[src/rtl/rotate_align.sv]
// rotate_align
// Recovers an unknown right rotation. On an accepted start it captures a
// word and a reference pattern, then rotates the word right one bit per
// cycle until it equals the pattern. It reports the smallest matching
// rotation amount, or that no rotation of the word matches.
//
// Ports
//   clock      : single clock, all state updates on posedge
//   reset_n    : asynchronous active-low reset
//   start_i    : request a search, sampled only while idle
//   word_i     : rotated word to analyse, captured on accepted start
//   pattern_i  : reference word, captured on accepted start
//   busy_o     : high while searching and during the done cycle
//   done_o     : one-cycle pulse marking the result cycle
//   found_o    : a rotation matched (valid from done until next start)
//   amount_o   : number of right rotations of word that equal pattern
module rotate_align #(
    parameter  int N  = 4,
    localparam int AW = (N > 2) ? $clog2(N) : 1
) (
    input  logic          clock,
    input  logic          reset_n,
    input  logic          start_i,
    input  logic [N-1:0]  word_i,
    input  logic [N-1:0]  pattern_i,
    output logic          busy_o,
    output logic          done_o,
    output logic          found_o,
    output logic [AW-1:0] amount_o
);

    typedef enum logic [1:0] {
        IDLE   = 2'd0,
        SEARCH = 2'd1,
        DONE   = 2'd2
    } state_t;

    localparam logic [AW-1:0] CNT_LAST = AW'(N - 1);

    state_t        state_q, state_d;
    logic [N-1:0]  w_q, w_d;
    logic [N-1:0]  p_q, p_d;
    logic [AW-1:0] cnt_q, cnt_d;
    logic          found_q, found_d;
    logic [AW-1:0] amount_q, amount_d;

    always_ff @(posedge clock or negedge reset_n) begin
        if (!reset_n) begin
            state_q  <= IDLE;
            w_q      <= '0;
            p_q      <= '0;
            cnt_q    <= '0;
            found_q  <= 1'b0;
            amount_q <= '0;
        end else begin
            state_q  <= state_d;
            w_q      <= w_d;
            p_q      <= p_d;
            cnt_q    <= cnt_d;
            found_q  <= found_d;
            amount_q <= amount_d;
        end
    end

    always_comb begin
        state_d  = state_q;
        w_d      = w_q;
        p_d      = p_q;
        cnt_d    = cnt_q;
        found_d  = found_q;
        amount_d = amount_q;
        unique case (state_q)
            IDLE: begin
                if (start_i) begin
                    w_d      = word_i;
                    p_d      = pattern_i;
                    cnt_d    = '0;
                    found_d  = 1'b0;
                    amount_d = '0;
                    state_d  = SEARCH;
                end
            end
            SEARCH: begin
                // Candidates are tested in increasing rotation order, so
                // the first hit is the smallest amount for periodic words.
                if (w_q == p_q) begin
                    found_d  = 1'b1;
                    amount_d = cnt_q;
                    state_d  = DONE;
                end else if (cnt_q == CNT_LAST) begin
                    found_d  = 1'b0;
                    amount_d = '0;
                    state_d  = DONE;
                end else begin
                    w_d   = {w_q[0], w_q[N-1:1]};
                    cnt_d = cnt_q + AW'(1);
                end
            end
            DONE: begin
                state_d = IDLE;
            end
            default: begin
                state_d = IDLE;
            end
        endcase
    end

    // Outputs decode registered state only; no input-to-output paths.
    assign busy_o   = (state_q != IDLE);
    assign done_o   = (state_q == DONE);
    assign found_o  = found_q;
    assign amount_o = amount_q;

endmodule

[config.mk]
export PLATFORM = sky130hd
export DESIGN_NAME = rotate_align
export DESIGN_NICKNAME = d
export VERILOG_FILES = /design/src/rtl/rotate_align.sv
export SDC_FILE = /design/constraint.sdc
export NUM_CORES = 1
export LEC_CHECK = 0
export BUFFER_PORTS_ARGS = -buffer_cell sky130_fd_sc_hd__buf_2
export CAP_MARGIN = 15
export CORE_AREA = 4 4 46 48
export DETAILED_ROUTE_END_ITERATION = 7
export DIE_AREA = 0 0 50 52
export PLACE_DENSITY = 0.76
export SYNTH_ARGS = -nofsm -noshare
export SYNTH_HDL_FRONTEND = slang
export SYNTH_SLANG_ARGS = --single-unit
[constraint.sdc]
create_clock -name clock -period 1.6 [get_ports clock]
set_clock_uncertainty 0.15 [all_clocks]
set_input_delay 0.24 -clock clock [delete_from_list [all_inputs] [get_ports clock]]
set_output_delay 0.24 -clock clock [all_outputs]
set_load 0.03 [all_outputs]
==> results of run 1 <==
[stage by stage]
stage / power [mW] / instance area [µm²] / utilization / hold slack, ps / instances
floorplan: 1.64 / 758 / - / -206 / 59
CTS: 2.54 / 1050 / 0.615 / 21.1 / 118
global placement: 2.05 / 950 / 0.556 / 6.93 / 110
finish: 2.57 / 1070 / 0.626 / 27.8 / 119
global route: 2.77 / 1070 / 0.626 / 14.1 / 119
detailed placement: 2.09 / 950 / 0.556 / 16.7 / 110
[cell usage after synthesis, types with 2 or more instances]
master | instances | share of area
a22o_1 | 2 | 0.023
o211ai_1 | 2 | 0.020
xor2_1 | 4 | 0.046
mux2_4 | 2 | 0.040
mux2_1 | 4 | 0.059
mux2_2 | 6 | 0.089
nor2_1 | 4 | 0.020
nand2_1 | 4 | 0.020
dfrtp_1 | 15 | 0.50
nand2b_1 | 3 | 0.025
o21bai_1 | 2 | 0.020
[final cells by class]
type,instances,area share
inverters,1,0.00351
clock buffers,3,0.0211
well taps,25,0.0293
multi-input cells,42,0.393
clock inverters,1,0.00468
flip-flops and latches,15,0.351
repair buffers,32,0.197
[where the power goes]
part           internal [mW]  switching (mW)
logic                  0.892           0.728
registers              0.571           0.155
clock network         0.0927           0.127
total                   1.56            1.01
[placed cells by master, fill, tap and decap left out]
cell type and instances:
nand2_2 1, nor4_4 1, and3b_2 1, mux2_1 2
dfrtp_1 15, nand2b_1 3, nor2b_1 1, ha_1 1
a21o_1 1, nor2_4 1, or4_1 1, clkinv_2 1
a22o_1 2, inv_1 1, mux2_2 6, mux2_4 4
dlygate4sd3_1 1, nand2_1 4, nor2_1 3, o21bai_1 2
buf_4 18, nand4b_1 1, xor2_2 4, o31ai_4 1
buf_2 13, clkbuf_4 3, o211ai_1 2
[cell families (layout without fill, tap and decap cells)]
logic type               after synthesis  after routing  share of synthesized area
AO/OA/AOI/OAI                          8              8                      0.101
adder cells (fa/ha/maj)                1              1                     0.0165
multiplexers                          12             12                      0.188
buffers and inverters                  2             37                    0.00991
AND/OR/NAND/NOR                       17             17                      0.142
XOR/XNOR                               4              4                     0.0463
flip-flops                            15             15                      0.496
[worst paths after layout]
path | cells after the start | to | start
max in group asynchronous | 2 | w_q[2]$_DFFE_PN0P_ | reset_n
min in group asynchronous | 2 | amount_o[0]$_DFFE_PN0P_ | reset_n
worst max-delay path | 5 | amount_o[1]$_DFFE_PN0P_ | w_q[0]$_DFFE_PN0P_
worst min-delay path | 2 | p_q[2]$_DFFE_PN0P_ | pattern_i[2]
worst min register to register | 1 | found_o$_DFFE_PN0P_ | found_o$_DFFE_PN0P_
worst max register to register | 5 | amount_o[1]$_DFFE_PN0P_ | w_q[0]$_DFFE_PN0P_
[state kept, by name, indices dropped and copies added, names as in the netlist]
name	flops
amount_o	2
cnt_q	2
found_o	1
p_q	4
state_q	2
w_q	4
[layer usage]
metal	wire length (µm)	global-route usage
met2	852	0.230
met5	0	0
met3	54	0.0287
met1	664	0.163
met4	0	0.0691
[what timing repair did]
item | 4_1_cts | 5_1_grt
pin swaps | 7 | 5
endpoints found under the setup margin | 10 | 13
buffers inserted | 3 | 1
resized for setup | 8 | 5
endpoints found under the hold margin | 15 | 0
hold buffers | 1 | 0
==> results.md, run 1 <==
* Drt drc at 0
* Crit-path max cell delay at 420 ps
* Initial antenna violation count at 0
* Buffer depth of the longest clock path at 2
* Drt initial violations at 12
* WP data required at 1680 ps
* Cts bufs inserted at 3
* DPL Wire Length at 1120 µm
* Crit. End Element: flop
* ANT cells at 0
* Synth cell types at 22
* Ys flop type: dfrtp_1
* Clk_lat worst skew at 280 ps
* FFs w/ async S/R, synth at 1.00
* Total die area at 2600 µm²
* First-pass GRT wire length at 2570 µm
* Vias in the first global route at 601
* Worst path bufs/invs at 1
* Fmax at 594 MHz
* Multi-input gate area at 420 µm²
* Critical Path Fanout Max at 5
* CTS tree: built
* Avg WL per Cell at 13.2 µm
* Synth warn at 0
* Static leakage at 0.524 nW
* Post-route ant nets at 0
* Delay-heaviest family, CP: simple AND/OR/NAND/NOR gates
* Yosys reg bits at 15
* Setup repair after global routing missed its margin: yes
* Setup TNS at -539 ps
* Reg2Reg Setup Slack at -80 ps
* Htree depth at 1
* EDFF count, synth at 0
* Hold Fails Final Rpt at 0
* Via count at 560
* Startpoint Class: flop
* Setup slack after layout at -82.5 ps
* Synth-to-Final Area Change at 41.2%
* Mapped Nets at 71
* Detailed Route WL at 1570 µm
* CP max-delay cell: dfrtp_1
* Largest net degree at the start of global routing at 16
* Boundary Pins at 16
* Slew @ Worst Pin at 381 ps
* FILL cells at 150
* Port Buf Inserts at 15
* Final Net Count at 107
* Clock sink count at 15
* Post-Syn Area per Cell at 12.8 µm²
* Initial Util at 0.443
* Pwr Density at 2400 nW/µm²
* Kind of critical path: flop to flop
* Seq/Total Area, Yosys at 0.496
* Worst Path Arrival at 1760 ps
* Fin crit share at 1.05
* Root buf cell: clkbuf_4
* Core Area at 1710 µm²
* Drt via density at 4.71
* DRT Pass-1 Iters at 4
* Status: finished, violations left
* Worst hold path type: input pin to flop
* Failing checks: negative setup slack
* Share of cells above drive strength 1 at 0.574
* Syn Std Cell Area at 757 µm²
* Max cap viols at 0
* Register area at 375 µm²
* Gr usage total at 0.136
* # setup viols final at 9
* Max-slew violation count at 0
* Die height at 52 µm
* Peak supply drop at 1.37 mV
* Post-Place Setup Slack at -156 ps
* Clock-pin slew on the worst setup and hold paths at 100 ps
* GR Overflow Total at 0
* DIE WIDTH at 50 µm
* Row cnt at 15
* Final GP Congestion at 0.885
* Max_slew headroom at 0.746
* Synth Instances at 59
* Crit-path cells: xor2_2, nor4_4, buf_4, and3b_2, a22o_1
* Tmin final at 1680 ps
Note: power is estimated with default switching activity, not from simulation.
==> run 2: changes to the inputs <==
==> config.mk (replaced) <==
export PLATFORM = sky130hd
export DESIGN_NAME = rotate_align
export DESIGN_NICKNAME = d
export VERILOG_FILES = /design/src/rtl/rotate_align.sv
export SDC_FILE = /design/constraint.sdc
export NUM_CORES = 1
export LEC_CHECK = 0
export ABC_AREA = 1
export BUFFER_PORTS_ARGS = -buffer_cell sky130_fd_sc_hd__buf_2
export CAP_MARGIN = 15
export CORE_AREA = 2 2 43 45
export DETAILED_ROUTE_END_ITERATION = 7
export DIE_AREA = 0 0 45 47
export PLACE_DENSITY = 0.81
export SYNTH_ARGS = -nofsm -noshare
export SYNTH_HDL_FRONTEND = slang
export SYNTH_SLANG_ARGS = --single-unit
==> constraint.sdc (replaced) <==
create_clock -name clock -period 1.8 [get_ports clock]
set_clock_uncertainty 0.15 [all_clocks]
set_input_delay 0.27 -clock clock [delete_from_list [all_inputs] [get_ports clock]]
set_output_delay 0.27 -clock clock [all_outputs]
set_load 0.03 [all_outputs]
==> run 2 against run 1 <==
- the run now ends clean
- register-to-register slack better by 470 ps
- combinational power down 42%
- critical path depth down 2
- setup slack better by 380 ps
- via count up 19%
- sequential power down 21%
- sequential share of layout area up 4.6 points
- non-clock buffer count down 16
- highest routed layer is now met4
==> results.md, run 2 <==
* Biggest regs: p_q: 4 flops, w_q: 4 flops
* Gr usage total at 0.165
* Top cells by area, synth: dfrtp_1 (46%), nand2_1 (14%), nand3_1 (6.7%), inv_1 (4.1%), nor2_4 (4.1%)
* Drt via density at 4.88
* Vias in the first global route at 606
* Initial Util at 0.499
* Commonest cells post-synth: nand2_1 (30), dfrtp_1 (15), nand3_1 (11), inv_1 (9), nor2_1 (7)
* Setup repair after global routing missed its margin: no
* Static leakage at 0.537 nW
* Top-area cell type share of the netlist area at 0.455
* Pwr Density at 1800 nW/µm²
* Drt drc at 0
* Row cnt at 15
* Root buf cell: clkbuf_4
* Total die area at 2120 µm²
* FILL cells at 153
* EDFF count, synth at 0
* Cts bufs inserted at 3
* DPL Wire Length at 1170 µm
* Post-route ant nets at 0
* Port Buf Inserts at 15
* Via count at 664
* Final GP Congestion at 0.794
* Worst hold path type: input pin to flop
* Core Area at 1650 µm²
* Synth-to-Final Area Change at 14.6%
* Clock sink count at 15
* Status: complete, no violations
* Share of cells above drive strength 1 at 0.277
* Max-slew violation count at 0
* First-pass GRT wire length at 2420 µm
* Total setup buffers inserted after CTS at 0
* Final Net Count at 132
* # setup viols final at 0
* DIE WIDTH at 45 µm
* Syn Std Cell Area at 825 µm²
* Ys flop type: dfrtp_1
* Fmax at 667 MHz
* Combinational share of power at 0.551
* Seq/Total Area, Yosys at 0.455
* Max cap viols at 0
* Detailed Route WL at 1460 µm
* Hold Crit Depth at 3
* Switching Fraction at 0.486
* Int Power at 0.875 mW
* Buffer depth of the longest clock path at 2
* ANT cells at 0
* Crit. End Element: output port
* Avg WL per Cell at 10.7 µm
* Cell with the most instances after synthesis: nand2_1
* Synth cell types at 19
* Mapped Nets at 113
* Post-Syn Area per Cell at 8.16 µm²
* Htree depth at 1
* Tmin final at 1500 ps
* Psw at 0.828 mW
* Initial antenna violation count at 0
* Slew @ Worst Pin at 327 ps
* Drt initial violations at 6
* Largest net degree at the start of global routing at 17
* Max_slew headroom at 0.782
* Most common library cell in the layout ignoring fill and taps: nand2_1
* Hold Fails Final Rpt at 0
* Startpoint Class: flop
* Register share of total power at 0.338
* Die height at 47 µm
* Worst Path Arrival at 1080 ps
* Critical Path Fanout Max at 3
* Boundary Pins at 16
* Synth warn at 0
* FF-to-FF path depth at 5
* Setup TNS at 0 ps
* Commonest cells after routing, fill and taps aside: nand2_1 (30), dfrtp_1 (15), buf_2 (15)
* Clk_lat worst skew at 280 ps
* Inst Count DP at 131
* Clock-pin slew on the worst setup and hold paths at 90 ps
* Fin cells at 136
* Clk network pwr share at 0.111
* WP data required at 1380 ps
* DRT Pass-1 Iters at 4
* Peak supply drop at 0.737 mV
* Yosys top cell by area: dfrtp_1
* FFs w/ async S/R, synth at 1.00
* Fin crit share at 0.833
* Yosys reg bits at 15
* Synth Instances at 101
* Kind of critical path: flop to output port
* CTS tree: built
* GR Overflow Total at 0
run 2: cell types whose count changed after synthesis, sizes merged, moves of 2 or more:
cell / before / now
mux2: 12 / 0
nand3: 0 / 12
a22o: 2 / 0
o21bai: 2 / 0
xor2: 4 / 0
a21oi: 0 / 5
nor2: 4 / 10
inv: 1 / 11
nand2b: 3 / 0
o21ai: 0 / 5
nand2: 5 / 38
o211ai: 2 / 0
run 2: through the flow:
| step | power [mW] | area, µm² | setup WS, ps | utilization | hold slack, ps |
|---|---|---|---|---|---|
| floorplan | 1.36 | 825 | 540 | - | -176 |
| global placement | 1.50 | 908 | 432 | 0.550 | 38.4 |
| detailed placement | 1.53 | 908 | 385 | 0.550 | 38.8 |
| CTS | 1.73 | 945 | 275 | 0.572 | 93.9 |
| global route | 1.86 | 945 | 243 | 0.572 | 117 |
| finish | 1.70 | 945 | 301 | 0.572 | 97.9 |
run 2: final timing paths:
path	startpoint	to	slack [ps]
setup reg to reg	state_q[0]$_DFFE_PN0P_	w_q[1]$_DFFE_PN0P_	390
hold reg to reg	amount_o[1]$_DFFE_PN0P_	amount_o[1]$_DFFE_PN0P_	330
setup / recovery	state_q[0]$_DFFE_PN0P_	busy_o	300
min in group asynchronous	reset_n	p_q[0]$_DFFE_PN0P_	260
hold / removal	pattern_i[2]	p_q[2]$_DFFE_PN0P_	100
max in group asynchronous	reset_n	cnt_q[0]$_DFFE_PN0P_	1000
run 2: cell type report:
type | instances | area, µm² | share of cell area
Inverter | 12 | 45.0 | 0.0477
Sequential cell | 15 | 375 | 0.397
Tap cell | 17 | 21.3 | 0.0225
Clock buffer | 4 | 26.3 | 0.0278
Timing Repair Buffer | 16 | 85.1 | 0.0901
Multi-Input combinational cell | 72 | 392 | 0.415
run 2: logic make-up (layout without fill, tap and decap cells):
family,Yosys count,count (layout),synth area share
flops,15,15,0.455
simple gates,61,61,0.395
fa+ha+maj,1,1,0.0152
compound gates,10,10,0.0652
buf+inv,14,32,0.0698
run 2: routing by layer:
metal  routed length (µm)  share of wire  track usage  vias up
met5                    0              0            0        -
met4                   12         0.0082       0.0882        0
met3                   54          0.037       0.0385        2
met2                  768           0.53        0.300       12
met1                  624           0.43        0.179      297
li1                     -              -            -      353
run 2: power by group through the flow:
| stage | Clock (mW) | Combinational (mW) | Sequential (mW) |
|---|---|---|---|
| after floorplan | 0 | 0.769 | 0.594 |
| after global placement | 0 | 0.921 | 0.576 |
| final | 0.189 | 0.939 | 0.575 |
| after detailed placement | 0 | 0.951 | 0.584 |
| after global routing | 0.216 | 1.05 | 0.590 |
| after CTS | 0.198 | 0.955 | 0.576 |
run 2: critical path, cell delays in order (launching register included):
cell	delay (ps)
dfrtp_1	410
nor2_1	170
inv_1	60
buf_2	170
run 2: repair_timing:
item                                   in CTS  in global routing
endpoints found under the hold margin      15                  0
resized for setup                           0                  0
hold buffers                                1                  0
==> run 3: changes to the inputs <==
==> constraint.sdc (replaced) <==
create_clock -name clock -period 1.4 [get_ports clock]
set_clock_uncertainty 0.15 [all_clocks]
set_input_delay 0.21 -clock clock [delete_from_list [all_inputs] [get_ports clock]]
set_output_delay 0.21 -clock clock [all_outputs]
set_load 0.03 [all_outputs]
==> run 3 against run 2 <==
- the flow now finishes with violations (negative setup slack)
- non-clock buffer count grew 9
- final cell count grew 6.6%
- first-iteration DRC count grew 130%
- critical path depth is the same
- sequential power grew 33%
- register-to-register slack lost 360 ps
- worst hold slack lost 78 ps
- global-route usage is essentially flat
- flip-flop and latch count is the same
- clock power grew 31%
- count of clock-buffer cells in the layout is the same
- critical endpoint unchanged
- largest cell class unchanged
- highest routed layer unchanged
==> results.md, run 3 (same netlist as run 2, synthesis figures left out) <==
* Multi-input gate area at 419 µm²
* Register area at 375 µm²
* Detailed Route WL at 1620 µm
* Peak supply drop at 1.17 mV
* DPL Wire Length at 1160 µm
* Drt via density at 4.91
* Startpoint Class: flop
* Critical Path Fanout Max at 3
* Die height at 47 µm
* Initial Util at 0.499
* Avg WL per Cell at 11.2 µm
* Total die area at 2120 µm²
* Inst Count DP at 134
* Fin crit share at 1.01
* Combinational share of power at 0.594
* DIE WIDTH at 45 µm
* Cts bufs inserted at 3
* Kind of critical path: flop to output port
* Drt initial violations at 14
* Hold Fails Final Rpt at 0
* Initial antenna violation count at 0
* GR Overflow Total at 0
* Worst hold path type: input pin to flop
* Worst hold margin at 19.5 ps
* Static leakage at 0.586 nW
* Htree depth at 1
* Synth-to-Final Area Change at 27.6%
* Tmin final at 1410 ps
* Clk network pwr share at 0.100
* Clk_lat worst skew at 290 ps
* Worst Path Arrival at 1050 ps
* Slew @ Worst Pin at 333 ps
* Status: finished, violations left
* Clock-pin slew on the worst setup and hold paths at 90 ps
* WP data required at 1040 ps
* Vias in the first global route at 613
* First-pass GRT wire length at 2460 µm
* Pwr Density at 2360 nW/µm²
* Wl on met1 at 720 µm
* Psw at 1.17 mW
* Max cap viols at 0
* Commonest cells after routing, fill and taps aside: nand2_1 (26), dfrtp_1 (15), buf_2 (13)
* Clock sink count at 15
* Failing checks: negative setup slack
* # setup viols final at 1
* Met3 wire len at 66 µm
* Max_slew headroom at 0.778
* Max layer used: met4
* DRT Pass-1 Iters at 4
* Drt drc at 0
* Fmax at 710 MHz
* Max-slew violation count at 0
* Int Power at 1.31 mW
* Final GP Congestion at 0.781
* FILL cells at 149
* Biggest regs: p_q: 4 flops, w_q: 4 flops
* Switching Fraction at 0.472
* Fin cells at 145
* Gr usage total at 0.165
* Register share of total power at 0.307
* Via count at 712
* Largest net degree at the start of global routing at 16
* Met2 wire length at 799 µm
* Buffer depth of the longest clock path at 2
* Crit. End Element: output port
* Core Area at 1650 µm²
* Root buf cell: clkbuf_4
* Final Net Count at 141
* Post-route ant nets at 0
* Share of cells above drive strength 1 at 0.391
* Boundary Pins at 16
* ANT cells at 0
* Setup repair after global routing missed its margin: yes
* Most common library cell in the layout ignoring fill and taps: nand2_1
* Setup slack after layout at -9.38 ps
* Row cnt at 15
* Port Buf Inserts at 15
* CTS tree: built
run 3: area by class of cell:
cell class                      count  share of cell area
Multi-Input combinational cell     72               0.398
Sequential cell                    15               0.357
Timing Repair Buffer               25               0.157
Inverter                           12              0.0428
Clock buffer                        4              0.0250
Tap cell                           17              0.0202
run 3: path summary, 6_finish.rpt:
| path | start | endpoint | slack (ps) | cells past startpoint |
|---|---|---|---|---|
| worst max-delay path | state_q[0]$_DFFE_PN0P_ | busy_o | -9 | 3 |
| worst min register to register | amount_o[1]$_DFFE_PN0P_ | amount_o[1]$_DFFE_PN0P_ | 330 | 2 |
| worst max register to register | p_q[3]$_DFFE_PN0P_ | amount_o[1]$_DFFE_PN0P_ | 30 | 9 |
| min in group asynchronous | reset_n | p_q[0]$_DFFE_PN0P_ | 190 | 2 |
| worst min-delay path | pattern_i[1] | p_q[1]$_DFFE_PN0P_ | 20 | 3 |
| max in group asynchronous | reset_n | amount_o[0]$_DFFE_PN0P_ | 660 | 2 |
run 3: what timing repair did:
item,in CTS,in global routing
setup buffers,1,5
endpoints found under the hold margin,15,0
resized for setup,1,15
hold buffers,1,0
pin swaps,1,5
endpoints found under the setup margin,1,11
run 3: worst max-delay path: stages (launching register included):
cell	delay, ps
dfrtp_1	430
nor2_2	140
inv_1	60
buf_6	130
run 3: power groups by stage:
stage	clock (mW)	combinational (mW)	sequential, mW
6_report	0.248	1.48	0.763
4_1_cts	0.253	1.30	0.745
3_3_place_gp	0	1.23	0.734
5_1_grt	0.274	1.63	0.783
2_1_floorplan	0	0.989	0.764
3_5_place_dp	0	1.26	0.749
run 3: through the flow:
stage	util	power, mW	TNS (ps)	setup slack [ps]	cell area, µm²
2_1_floorplan	-	1.75	0	140	825
3_3_place_gp	0.564	1.97	0	95.5	931
3_5_place_dp	0.564	2.01	0	50.6	931
4_1_cts	0.592	2.29	0	4.60	977
5_1_grt	0.637	2.69	-202	-64.8	1050
6_report	0.637	2.49	-9.38	-9.38	1050
run 3: routing by layer:
metal	GRT usage	up-vias
li1	-	369
met1	0.203	322
met2	0.266	16
met3	0.0346	5
met4	0.106	0
met5	0	-
